==> src/rtl/rx_frame_pkg.sv <==
// -----------------------------------------------------------------------------
// rx_frame_pkg
// Shared definitions for the receive-side frame controller:
//   - rx_state_e        : parser state encoding (IDLE/GOT_SYNC/GOT_CMD/GOT_ARG)
//   - SYNC_BYTE_DEFAULT : default frame start marker
//   - ERR_CNT_MAX       : saturation value of the error counter
//   - frame_csum()      : checksum carried in the fourth byte of a frame
//   - err_sat_inc()     : saturating increment for the error counter
// -----------------------------------------------------------------------------
package rx_frame_pkg;

  typedef enum logic [1:0] {
    ST_IDLE     = 2'd0,
    ST_GOT_SYNC = 2'd1,
    ST_GOT_CMD  = 2'd2,
    ST_GOT_ARG  = 2'd3
  } rx_state_e;

  localparam logic [7:0] SYNC_BYTE_DEFAULT = 8'hA5;
  localparam logic [7:0] ERR_CNT_MAX       = 8'hFF;

  // The checksum byte is the XOR of the command and argument bytes.
  function automatic logic [7:0] frame_csum(input logic [7:0] cmd_b,
                                            input logic [7:0] arg_b);
    return cmd_b ^ arg_b;
  endfunction

  // Error counter sticks at its maximum instead of wrapping.
  function automatic logic [7:0] err_sat_inc(input logic [7:0] val);
    return (val == ERR_CNT_MAX) ? val : val + 8'd1;
  endfunction

endpackage : rx_frame_pkg

==> src/rtl/baud_tick_gen.sv <==
// -----------------------------------------------------------------------------
// baud_tick_gen
// Free-running clock divider producing the 16x-oversample tick for the byte
// receiver. div_cnt counts 0..CLK_DIV-1 and wraps; tick is high in exactly the
// cycle where div_cnt equals CLK_DIV-1.
//
// Parameters:
//   CLK_DIV : clocks per tick (>= 2)
// Ports:
//   clk   in  : clock
//   reset in  : asynchronous, active-low reset
//   tick  out : one-cycle pulse every CLK_DIV clocks
// -----------------------------------------------------------------------------
module baud_tick_gen #(
  parameter int CLK_DIV = 326
) (
  input  logic clk,
  input  logic reset,
  output logic tick
);

  localparam int            CNT_W    = (CLK_DIV > 1) ? $clog2(CLK_DIV) : 1;
  localparam logic [CNT_W-1:0] CNT_LAST = CNT_W'(CLK_DIV - 1);

  logic [CNT_W-1:0] div_cnt_q, div_cnt_d;
  logic             tick_q, tick_d;

  always_comb begin
    div_cnt_d = (div_cnt_q == CNT_LAST) ? '0 : div_cnt_q + 1'b1;
    // tick is registered, but computed from the next count so that the flop
    // is high in the same cycle div_cnt_q sits at CNT_LAST.
    tick_d    = (div_cnt_d == CNT_LAST);
  end

  always_ff @(posedge clk or negedge reset) begin
    if (!reset) begin
      div_cnt_q <= '0;
      tick_q    <= 1'b0;
    end else begin
      div_cnt_q <= div_cnt_d;
      tick_q    <= tick_d;
    end
  end

  assign tick = tick_q;

endmodule : baud_tick_gen

==> src/rtl/rx_frame_ctrl.sv <==
// -----------------------------------------------------------------------------
// rx_frame_ctrl
// Receive-side controller for the serial link. Generates the oversample tick
// for the byte receiver, parses the received byte stream into 4-byte frames
// (sync, cmd, arg, checksum) and presents each validated command over a
// valid/ready handshake. Keeps a saturating count of checksum/timeout errors.
//
// Optional feature (compile-time macro RX_FRAME_TIMEOUT_EN):
//   defined   : a partial frame is abandoned after TIMEOUT_TICKS ticks without
//               a new byte, and the abandonment counts as an error.
//   undefined : a partial frame waits indefinitely for its remaining bytes.
//
// Parameters:
//   CLK_DIV       : clocks per tick
//   TIMEOUT_TICKS : inter-byte timeout in ticks (>= 2)
//   SYNC_BYTE     : frame start marker
// Ports:
//   clk       in  : clock
//   reset     in  : asynchronous, active-low reset
//   tick      out : oversample tick to the byte receiver
//   byte_in   in  : received byte, qualified by byte_load
//   byte_load in  : one-cycle byte strobe
//   cmd_valid out : a command is held for the consumer
//   cmd_ready in  : consumer accepts the held command
//   cmd       out : command byte of the held frame
//   arg       out : argument byte of the held frame
//   err_cnt   out : saturating checksum/timeout error count
//   overrun   out : pulse when a good frame is dropped (holding reg full)
// -----------------------------------------------------------------------------
module rx_frame_ctrl
  import rx_frame_pkg::*;
#(
  parameter int         CLK_DIV       = 326,
  parameter int         TIMEOUT_TICKS = 4096,
  parameter logic [7:0] SYNC_BYTE     = SYNC_BYTE_DEFAULT
) (
  input  logic       clk,
  input  logic       reset,
  output logic       tick,
  input  logic [7:0] byte_in,
  input  logic       byte_load,
  output logic       cmd_valid,
  input  logic       cmd_ready,
  output logic [7:0] cmd,
  output logic [7:0] arg,
  output logic [7:0] err_cnt,
  output logic       overrun
);

  // ---------------------------------------------------------------------------
  // Tick generator
  // ---------------------------------------------------------------------------
  baud_tick_gen #(
    .CLK_DIV (CLK_DIV)
  ) u_baud_tick_gen (
    .clk   (clk),
    .reset (reset),
    .tick  (tick)
  );

  // ---------------------------------------------------------------------------
  // State
  // ---------------------------------------------------------------------------
  rx_state_e  state_q, state_d;
  logic [7:0] cmd_tmp_q, cmd_tmp_d;
  logic [7:0] arg_tmp_q, arg_tmp_d;
  logic [7:0] cmd_q, cmd_d;
  logic [7:0] arg_q, arg_d;
  logic       cmd_valid_q, cmd_valid_d;
  logic [7:0] err_cnt_q, err_cnt_d;
  logic       overrun_q, overrun_d;

  logic       hold_free;
  logic       timeout_hit;
  logic       err_inc;

  // The holding register can take a new frame when empty, or when the held
  // command is being consumed in this same cycle (back-to-back refill).
  assign hold_free = !cmd_valid_q || cmd_ready;

  // ---------------------------------------------------------------------------
  // Optional inter-byte timeout
  // ---------------------------------------------------------------------------
`ifdef RX_FRAME_TIMEOUT_EN
  localparam int              TO_W    = (TIMEOUT_TICKS > 1) ? $clog2(TIMEOUT_TICKS) : 1;
  localparam logic [TO_W-1:0] TO_LAST = TO_W'(TIMEOUT_TICKS - 1);

  logic [TO_W-1:0] to_cnt_q, to_cnt_d;

  // byte_load wins over the timeout, so a checksum error and a timeout
  // error never land in the same cycle.
  assign timeout_hit = (state_q != ST_IDLE) && tick && !byte_load &&
                       (to_cnt_q == TO_LAST);

  always_comb begin
    to_cnt_d = to_cnt_q;
    if ((state_q == ST_IDLE) || byte_load) begin
      to_cnt_d = '0;
    end else if (tick) begin
      to_cnt_d = (to_cnt_q == TO_LAST) ? '0 : to_cnt_q + 1'b1;
    end
  end

  always_ff @(posedge clk or negedge reset) begin
    if (!reset) begin
      to_cnt_q <= '0;
    end else begin
      to_cnt_q <= to_cnt_d;
    end
  end
`else
  // Without the timeout the parameter only documents the interface.
  logic unused_timeout_ticks;
  assign unused_timeout_ticks = ^TIMEOUT_TICKS;
  assign timeout_hit          = 1'b0;
`endif

  // ---------------------------------------------------------------------------
  // Parser, holding register and error logic
  // ---------------------------------------------------------------------------
  always_comb begin
    state_d   = state_q;
    cmd_tmp_d = cmd_tmp_q;
    arg_tmp_d = arg_tmp_q;
    cmd_d     = cmd_q;
    arg_d     = arg_q;
    // A transfer empties the holding register unless a frame refills it below.
    cmd_valid_d = cmd_valid_q && !cmd_ready;
    overrun_d   = 1'b0;
    err_inc     = 1'b0;

    if (byte_load) begin
      unique case (state_q)
        ST_IDLE: begin
          // Anything other than the marker is line noise and is ignored.
          if (byte_in == SYNC_BYTE) begin
            state_d = ST_GOT_SYNC;
          end
        end
        ST_GOT_SYNC: begin
          cmd_tmp_d = byte_in;
          state_d   = ST_GOT_CMD;
        end
        ST_GOT_CMD: begin
          arg_tmp_d = byte_in;
          state_d   = ST_GOT_ARG;
        end
        ST_GOT_ARG: begin
          state_d = ST_IDLE;
          if (byte_in == frame_csum(cmd_tmp_q, arg_tmp_q)) begin
            if (hold_free) begin
              cmd_d       = cmd_tmp_q;
              arg_d       = arg_tmp_q;
              cmd_valid_d = 1'b1;
            end else begin
              overrun_d = 1'b1;
            end
          end else begin
            err_inc = 1'b1;
          end
        end
        default: state_d = ST_IDLE;
      endcase
    end else if (timeout_hit) begin
      state_d = ST_IDLE;
      err_inc = 1'b1;
    end

    err_cnt_d = err_inc ? err_sat_inc(err_cnt_q) : err_cnt_q;
  end

  always_ff @(posedge clk or negedge reset) begin
    if (!reset) begin
      state_q     <= ST_IDLE;
      cmd_tmp_q   <= 8'h00;
      arg_tmp_q   <= 8'h00;
      cmd_q       <= 8'h00;
      arg_q       <= 8'h00;
      cmd_valid_q <= 1'b0;
      err_cnt_q   <= 8'h00;
      overrun_q   <= 1'b0;
    end else begin
      state_q     <= state_d;
      cmd_tmp_q   <= cmd_tmp_d;
      arg_tmp_q   <= arg_tmp_d;
      cmd_q       <= cmd_d;
      arg_q       <= arg_d;
      cmd_valid_q <= cmd_valid_d;
      err_cnt_q   <= err_cnt_d;
      overrun_q   <= overrun_d;
    end
  end

  assign cmd_valid = cmd_valid_q;
  assign cmd       = cmd_q;
  assign arg       = arg_q;
  assign err_cnt   = err_cnt_q;
  assign overrun   = overrun_q;

endmodule : rx_frame_ctrl

==> config.mk <==
export PLATFORM = sky130hd
export DESIGN_NAME = rx_frame_ctrl
export DESIGN_NICKNAME = d
export VERILOG_FILES = /design/src/rtl/rx_frame_pkg.sv /design/src/rtl/baud_tick_gen.sv /design/src/rtl/rx_frame_ctrl.sv
export SDC_FILE = /design/constraint.sdc
export NUM_CORES = 1
export LEC_CHECK = 0
export BUFFER_PORTS_ARGS = -buffer_cell sky130_fd_sc_hd__buf_2
export CAP_MARGIN = 40
export CORE_MARGIN = 2
export CORE_UTILIZATION = 40
export CTS_CLUSTER_SIZE = 25
export DETAILED_ROUTE_END_ITERATION = 12
export SYNTH_ARGS = -nofsm -noshare
export SYNTH_HDL_FRONTEND = slang
export SYNTH_SLANG_ARGS = --single-unit
==> constraint.sdc <==
create_clock -name clk -period 2.49 [get_ports clk]
set_clock_uncertainty 0.2 [all_clocks]
set_input_delay 0.249 -clock clk [delete_from_list [all_inputs] [get_ports clk]]
set_output_delay 0.249 -clock clk [all_outputs]
set_load 0.01 [all_outputs]
# --- Word-level counts from Yosys, hierarchy flattened ---
# Cells that the tools add are included.
totals:
  regBits: 54
  input_bits: 12
  output_inout_bits: 27
classes:
  n_bitwise: 2
  n_reduce_logical: 10
  n_addsub: 2
  muxes: 14
  eq_ne: 9
ops:
  columns: ["cell", "count"]
  rows:
  - ["equality test 9 bit, second input constant", 2]
  - ["equality test 8 bit, second input constant", 2]
  - ["2-to-1 mux 1 bit", 11]
  - ["adder 9 x 1 -> 9 bit, second input constant", 1]
  - ["2-to-1 mux 9 bit", 1]
  - ["adder 8 x 1 -> 8 bit, second input constant", 1]
  - ["equality test 8 bit", 1]
  - ["case mux 2 bit (4 select lines)", 1]
  - ["AND reduction 2 bit", 4]
  - ["bitwise XOR 8 bit", 1]
  - ["equality test 2 bit, second input constant", 2]
  - ["AND reduction 4 bit", 1]
  - ["equality test 2 x 1 -> 1 bit, second input constant", 1]
  - ["logical NOT 1 bit", 2]
  - ["logical NOT 2 bit", 1]
  - ["2-to-1 mux 2 bit", 1]
  - ["inequality test 2 bit, second input constant", 1]
  - ["logical AND 1 bit", 1]
  - ["logical OR 1 bit", 1]
  - ["NOT 1 bit", 1]

# --- Longest topological paths before layout ---
depth:
  word_depth: 6
  mapped_depth: 7
  mapped_depth_nobuf: 6

# --- Modules after synthesis ---
# From an unflattened synthesis, not the netlist that was laid out.
unflattened:
  cells_unflattened: 184
  hier_area_um2: 2567.5
modules_own_cells:
  columns: ["mod", "seq_area_each_um2", "cells_per_inst", "area_each_um2", "n_inst"]
  rows:
  - ["rx_frame_ctrl", 1101.1, 140, 2073.2, 1]
  - ["baud_tick_gen", 250.2, 44, 494.2, 1]

# --- Worst setup path before layout ---
# Ideal clock, no wire load.
synth_timing:
  path_type: "register to register"
  from: "reg arg_tmp_q[7]"
  to: "reg arg_q[6] (netlist: arg[6])"
  stages_incl_launch_ff: 8
  path_buffers: 2
  period_less_slack_ps: 2351
  arrival_time_ps: 2026
  slack_ps: 139
  setup_ps: 125
  path_cell_list: "dfrtp_1 > xnor3_1 > nand4_2 > nor4_4 > and3_1 > buf_6 > buf_12 > mux2_4"
synth_between:
  elab_chain_cells: 3
synth_rtl:
  columns: ["item", "line_no", "source"]
  rows:
  - ["start, declared", "rx_frame_ctrl.sv:66", "logic [7:0] arg_tmp_q, arg_tmp_d;"]
  - ["start signal, assigned", "rx_frame_ctrl.sv:185", "arg_tmp_q <= arg_tmp_d;"]
  - ["bitwise XOR 8 bit", "rx_frame_pkg.sv:25", "return cmd_b ^ arg_b;"]
  - ["equality test 8 bit", "rx_frame_ctrl.sv:150", "if (byte_in == frame_csum(cmd_tmp_q, arg_tmp_q)) begin"]
  - ["AND reduction 4 bit (no source line)", null, null]
  - ["end signal, assigned", "rx_frame_ctrl.sv:187", "arg_q <= arg_d;"]
  - ["end, declared", "rx_frame_ctrl.sv:68", "logic [7:0] arg_q, arg_d;"]
# No other way between the ends.
# A chain may end at the register's enable or synchronous reset.

# --- Final worst setup path ---
layout_timing:
  from: "reg arg_tmp_q[2]"
  to: "reg arg_q[2] (netlist: arg[2])"
layout_between:
  elab_chain_cells: 3
layout_rtl:
  columns: ["item", "line_no"]
  rows:
  - ["bitwise XOR 8 bit", "rx_frame_pkg.sv:25"]
  - ["equality test 8 bit", "rx_frame_ctrl.sv:150"]
  - ["AND reduction 4 bit (no source line)", null]
# Several ways; a longest one is shown, not always the timed one.

==> flow_summary.rst <==
.. list-table::
   :header-rows: 1

   * - Metric
     - Value
   * - Final estimated routing congestion in global placement
     - 0.769
   * - Endpoint of the worst-slack reg-to-reg timing path
     - arg[2]$_DFFE_PN0P_
   * - Number of gates given a new drive strength after cts
     - 0
   * - Layout Cells excl Fill
     - 310
   * - Start-to-end type of the worst setup path
     - flip-flop to flip-flop
   * - Pre-antenna DRT Iters
     - 4
   * - Insertion delay of the later-clocked pin in the worst-skew pair
     - 0.31 ns
   * - Placeable core region
     - 6240 sq um
   * - Number of cell rows
     - 29
   * - Combined global-route utilization of all metal layers
     - 0.138
   * - Shortest clock period the worst path allows after layout
     - 2.33 ns
   * - Status
     - complete, no violations
   * - CP Max Fanout
     - 9
   * - Min-delay src
     - byte_in[6]
   * - DRC violation count after routing
     - 0
   * - Number of buffer cells added on primary ports
     - 38
   * - Number of different library cells in the post-synthesis netlist
     - 35
   * - Clock slew at reported path FFs
     - 0.09 ns
   * - # H-tree levels
     - 2
   * - Met1 routing resource usage after global routing
     - 0.182
   * - Final total power
     - 2830 uW
   * - Final HPWL DP
     - 3280 microns
   * - Number of setup violations in the final report
     - 0
   * - Hold violation count in the final report
     - 0
   * - Area delta synth->final
     - 16.7%
   * - Largest vdd supply drop
     - 0.408 mV
   * - Origin of the critical flop-to-flop path
     - arg_tmp_q[2]$_DFFE_PN0P_
   * - CTS tree
     - done
   * - Floorplan die area
     - 7020 sq um
   * - Worst Tran Pin Value
     - 0.474 ns
   * - Root Driver
     - sky130_fd_sc_hd__clkbuf_8
   * - Grt met2 use
     - 0.223
   * - Mean routed wirelength per cell
     - 14.5 microns
   * - Area of combinational cells with multiple inputs
     - 1150 sq um
   * - Instance count after placement with tap cells included
     - 300
   * - Global-route wire length before repair
     - 7670 microns
   * - Filler instances
     - 588
   * - Number of CTS-inserted buffers
     - 5
   * - Worst Hold Class
     - primary input to flip-flop
   * - Share of synthesized area occupied by flip-flops and latches
     - 0.530
   * - Synthesized instance count
     - 182
   * - GRT Residual Overflow
     - 0
   * - Top-level port count
     - 39
   * - Per-instance average area after synthesis
     - 14.0 sq um
   * - Total standard cell area after synthesis
     - 2550 sq um
   * - Leading area contributor after synthesis
     - sky130_fd_sc_hd__dfrtp_1
   * - Worst hold stages
     - 2
   * - Leakage power figure
     - 0.00149 uW
   * - CP max-delay cell
     - sky130_fd_sc_hd__dfrtp_1
   * - Maximum achievable frequency
     - 0.430 GHz
   * - GR Layer Usage met3
     - 0.0326
   * - Crit. End Element
     - flip-flop
   * - Ranking of synthesized cells by instance count
     - sky130_fd_sc_hd__dfrtp_1 (54), sky130_fd_sc_hd__mux2_2 (26), sky130_fd_sc_hd__nand2_1 (13)
   * - Gr busiest metal
     - met2
   * - Register-to-register path setup slack
     - 0.16 ns
   * - Iter 0 DRT Violations
     - 46
   * - Fraction of layout instances using a drive strength above 1
     - 0.399
   * - WL final
     - 4480 microns
   * - Starting density of the core
     - 0.408
   * - Number of max-slew violations in the final report
     - 0
   * - Maximum number of pins on one net before global-route repair
     - 24
   * - Max Cap Violations
     - 0
   * - DR vias
     - 1552
   * - Final clock period utilization by the worst path
     - 0.934
   * - Normalized max-slew margin
     - 0.680
   * - Kind of start point of the critical path
     - flip-flop
   * - Number of routed nets with antenna violations
     - 0
   * - Floorplan die height
     - 83.8 microns
   * - Total of flip-flops plus latches after synthesis
     - 54
   * - Required arrival time at the worst endpoint
     - 2.49 ns
   * - Most frequently used flop master after synthesis
     - sky130_fd_sc_hd__dfrtp_1
   * - Net count of the finished layout
     - 251
   * - Setup tns final
     - 0 ns
   * - Horizontal extent of the die
     - 83.8 microns
   * - Antenna fix cells
     - 0
   * - Longest individual stage delay on the worst path
     - 0.42 ns
   * - Cell chain of the critical path
     - xnor3_2 -> nand4_2 -> nor4_4 -> and3_1 -> buf_4 -> mux2_2
   * - Number of synthesized flops with an enable pin
     - 0
   * - Number of vias per cell
     - 5.01
   * - Post-synthesis async set-or-reset flop share
     - 1.00
   * - FF+latch area
     - 1350 sq um
   * - Total number of yosys warnings
     - 0
   * - Arrival @ worst endpoint
     - 2.32 ns
   * - Clock net sink count
     - 54
   * - Capture endpoint of the worst hold path
     - cmd_tmp_q[6]$_DFFE_PN0P_
   * - Number of global-route vias before repair
     - 1577
   * - Total power per unit cell area
     - 951 nW/um^2
   * - Portion of synthesized cell area occupied by the leading cell type
     - 0.530
   * - Buffer depth of the longest clock path
     - 2
   * - RSZ-0062 raised after global routing
     - false
   * - Antenna violations before repair
     - 0
   * - Library cell with the highest instance count after synthesis
     - sky130_fd_sc_hd__dfrtp_1
   * - Top area cells in the synthesized netlist
     - sky130_fd_sc_hd__dfrtp_1 (53%), sky130_fd_sc_hd__mux2_2 (11%), sky130_fd_sc_hd__mux2_4 (5.9%)
   * - Cell depth of the worst flop-to-flop path
     - 6
   * - Number of nets produced by synthesis
     - 201
==> through the flow <==
stage	cell area [sq um]	util	worst slack [ns]	hold WS, ns
floorplan	2550	-	0.139	-0.247
global placement	2840	0.455	0.189	-0.0614
detailed placement	2840	0.455	0.102	-0.0569
CTS	2970	0.476	0.145	0.00697
global route	2970	0.476	0.0868	0.0149
finish	2970	0.476	0.165	0.0196
==> critical path, delay by kind of cell, from the launching register on <==
family	cells	cell delay (ns)
buffers and inverters	1	0.24
XOR/XNOR	1	0.31
multiplexers	1	0.35
AND/OR/NAND/NOR	3	0.70
flip-flops	1	0.42
==> routing by layer <==
layer / vias up / routed length [microns]
met5: - / 0
met3: 6 / 145
met4: 0 / 65
met1: 783 / 2140
li1: 743 / -
met2: 20 / 2130
==> cells by family after synthesis <==
family | synth area share
DFF | 0.530
adders and majority gates | 0.0344
muxes | 0.174
buffers and inverters | 0.0167
AOI/OAI and AO/OA | 0.0250
and+or+nand+nor | 0.117
xor gates and xnor gates | 0.103
==> power by group <==
part           leakage (uW)  internal (uW)  switching (uW)
logic              0.000737            535             367
clock network     0.0000585            302             294
registers          0.000693           1110             214
total               0.00149           1950             875
==> flip-flops by register name, summed over array words and instances, names as in the netlist <==
name                       cells
cmd_tmp_q                      8
u_baud_tick_gen.div_cnt_q      9
state_q                        2
arg_tmp_q                      8
overrun                        1
err_cnt                        8
cmd                            8
cmd_valid                      1
u_baud_tick_gen.tick           1
arg                            8
==> cell usage in the layout, fill, tap and decap left out, types with 2 or more instances in the layout <==
master and instances:
sky130_fd_sc_hd__nand2_1 13, sky130_fd_sc_hd__nand3b_1 2, sky130_fd_sc_hd__xor2_1 7, sky130_fd_sc_hd__or4bb_1 2
sky130_fd_sc_hd__nand3_1 5, sky130_fd_sc_hd__buf_4 5, sky130_fd_sc_hd__nand2b_1 2, sky130_fd_sc_hd__buf_2 38
sky130_fd_sc_hd__nor2_1 10, sky130_fd_sc_hd__and3_1 2, sky130_fd_sc_hd__and2_1 3, sky130_fd_sc_hd__mux2_4 10
sky130_fd_sc_hd__mux2_2 26, sky130_fd_sc_hd__ha_1 7, sky130_fd_sc_hd__xnor3_2 3, sky130_fd_sc_hd__nor3_1 4
sky130_fd_sc_hd__inv_1 3, sky130_fd_sc_hd__o21ai_0 3, sky130_fd_sc_hd__xnor3_1 3, sky130_fd_sc_hd__xnor2_1 7
sky130_fd_sc_hd__dfrtp_1 54, sky130_fd_sc_hd__clkbuf_8 5, sky130_fd_sc_hd__dlygate4sd3_1 2
==> timing repair <==
action / in CTS / in global routing
setup buffers: 0 / 0
hold buffers: 2 / 0
endpoints found under the hold margin: 55 / 0
==> layout make-up <==
class | instances | area share
timing repair buffer | 45 | 0.0833
sequential | 54 | 0.455
clock inverter | 3 | 0.0147
multi-input combinational | 123 | 0.388
inverter | 3 | 0.00379
clock buffer | 5 | 0.0231
tap | 77 | 0.0324
==> how the worst max path moves through the flow <==
stage                             start            endpoint  depth (start not counted)
6_report       arg_tmp_q[2]$_DFFE_PN0P_  arg[2]$_DFFE_PN0P_                          6
5_1_grt        arg_tmp_q[7]$_DFFE_PN0P_  arg[2]$_DFFE_PN0P_                          6
4_1_cts        arg_tmp_q[7]$_DFFE_PN0P_  arg[2]$_DFFE_PN0P_                          6
3_5_place_dp                 byte_in[7]  arg[2]$_DFFE_PN0P_                          7
3_3_place_gp                 byte_in[7]  arg[3]$_DFFE_PN0P_                          7
2_1_floorplan  arg_tmp_q[7]$_DFFE_PN0P_  arg[6]$_DFFE_PN0P_                          7
Power figures use the tool's default switching activity.
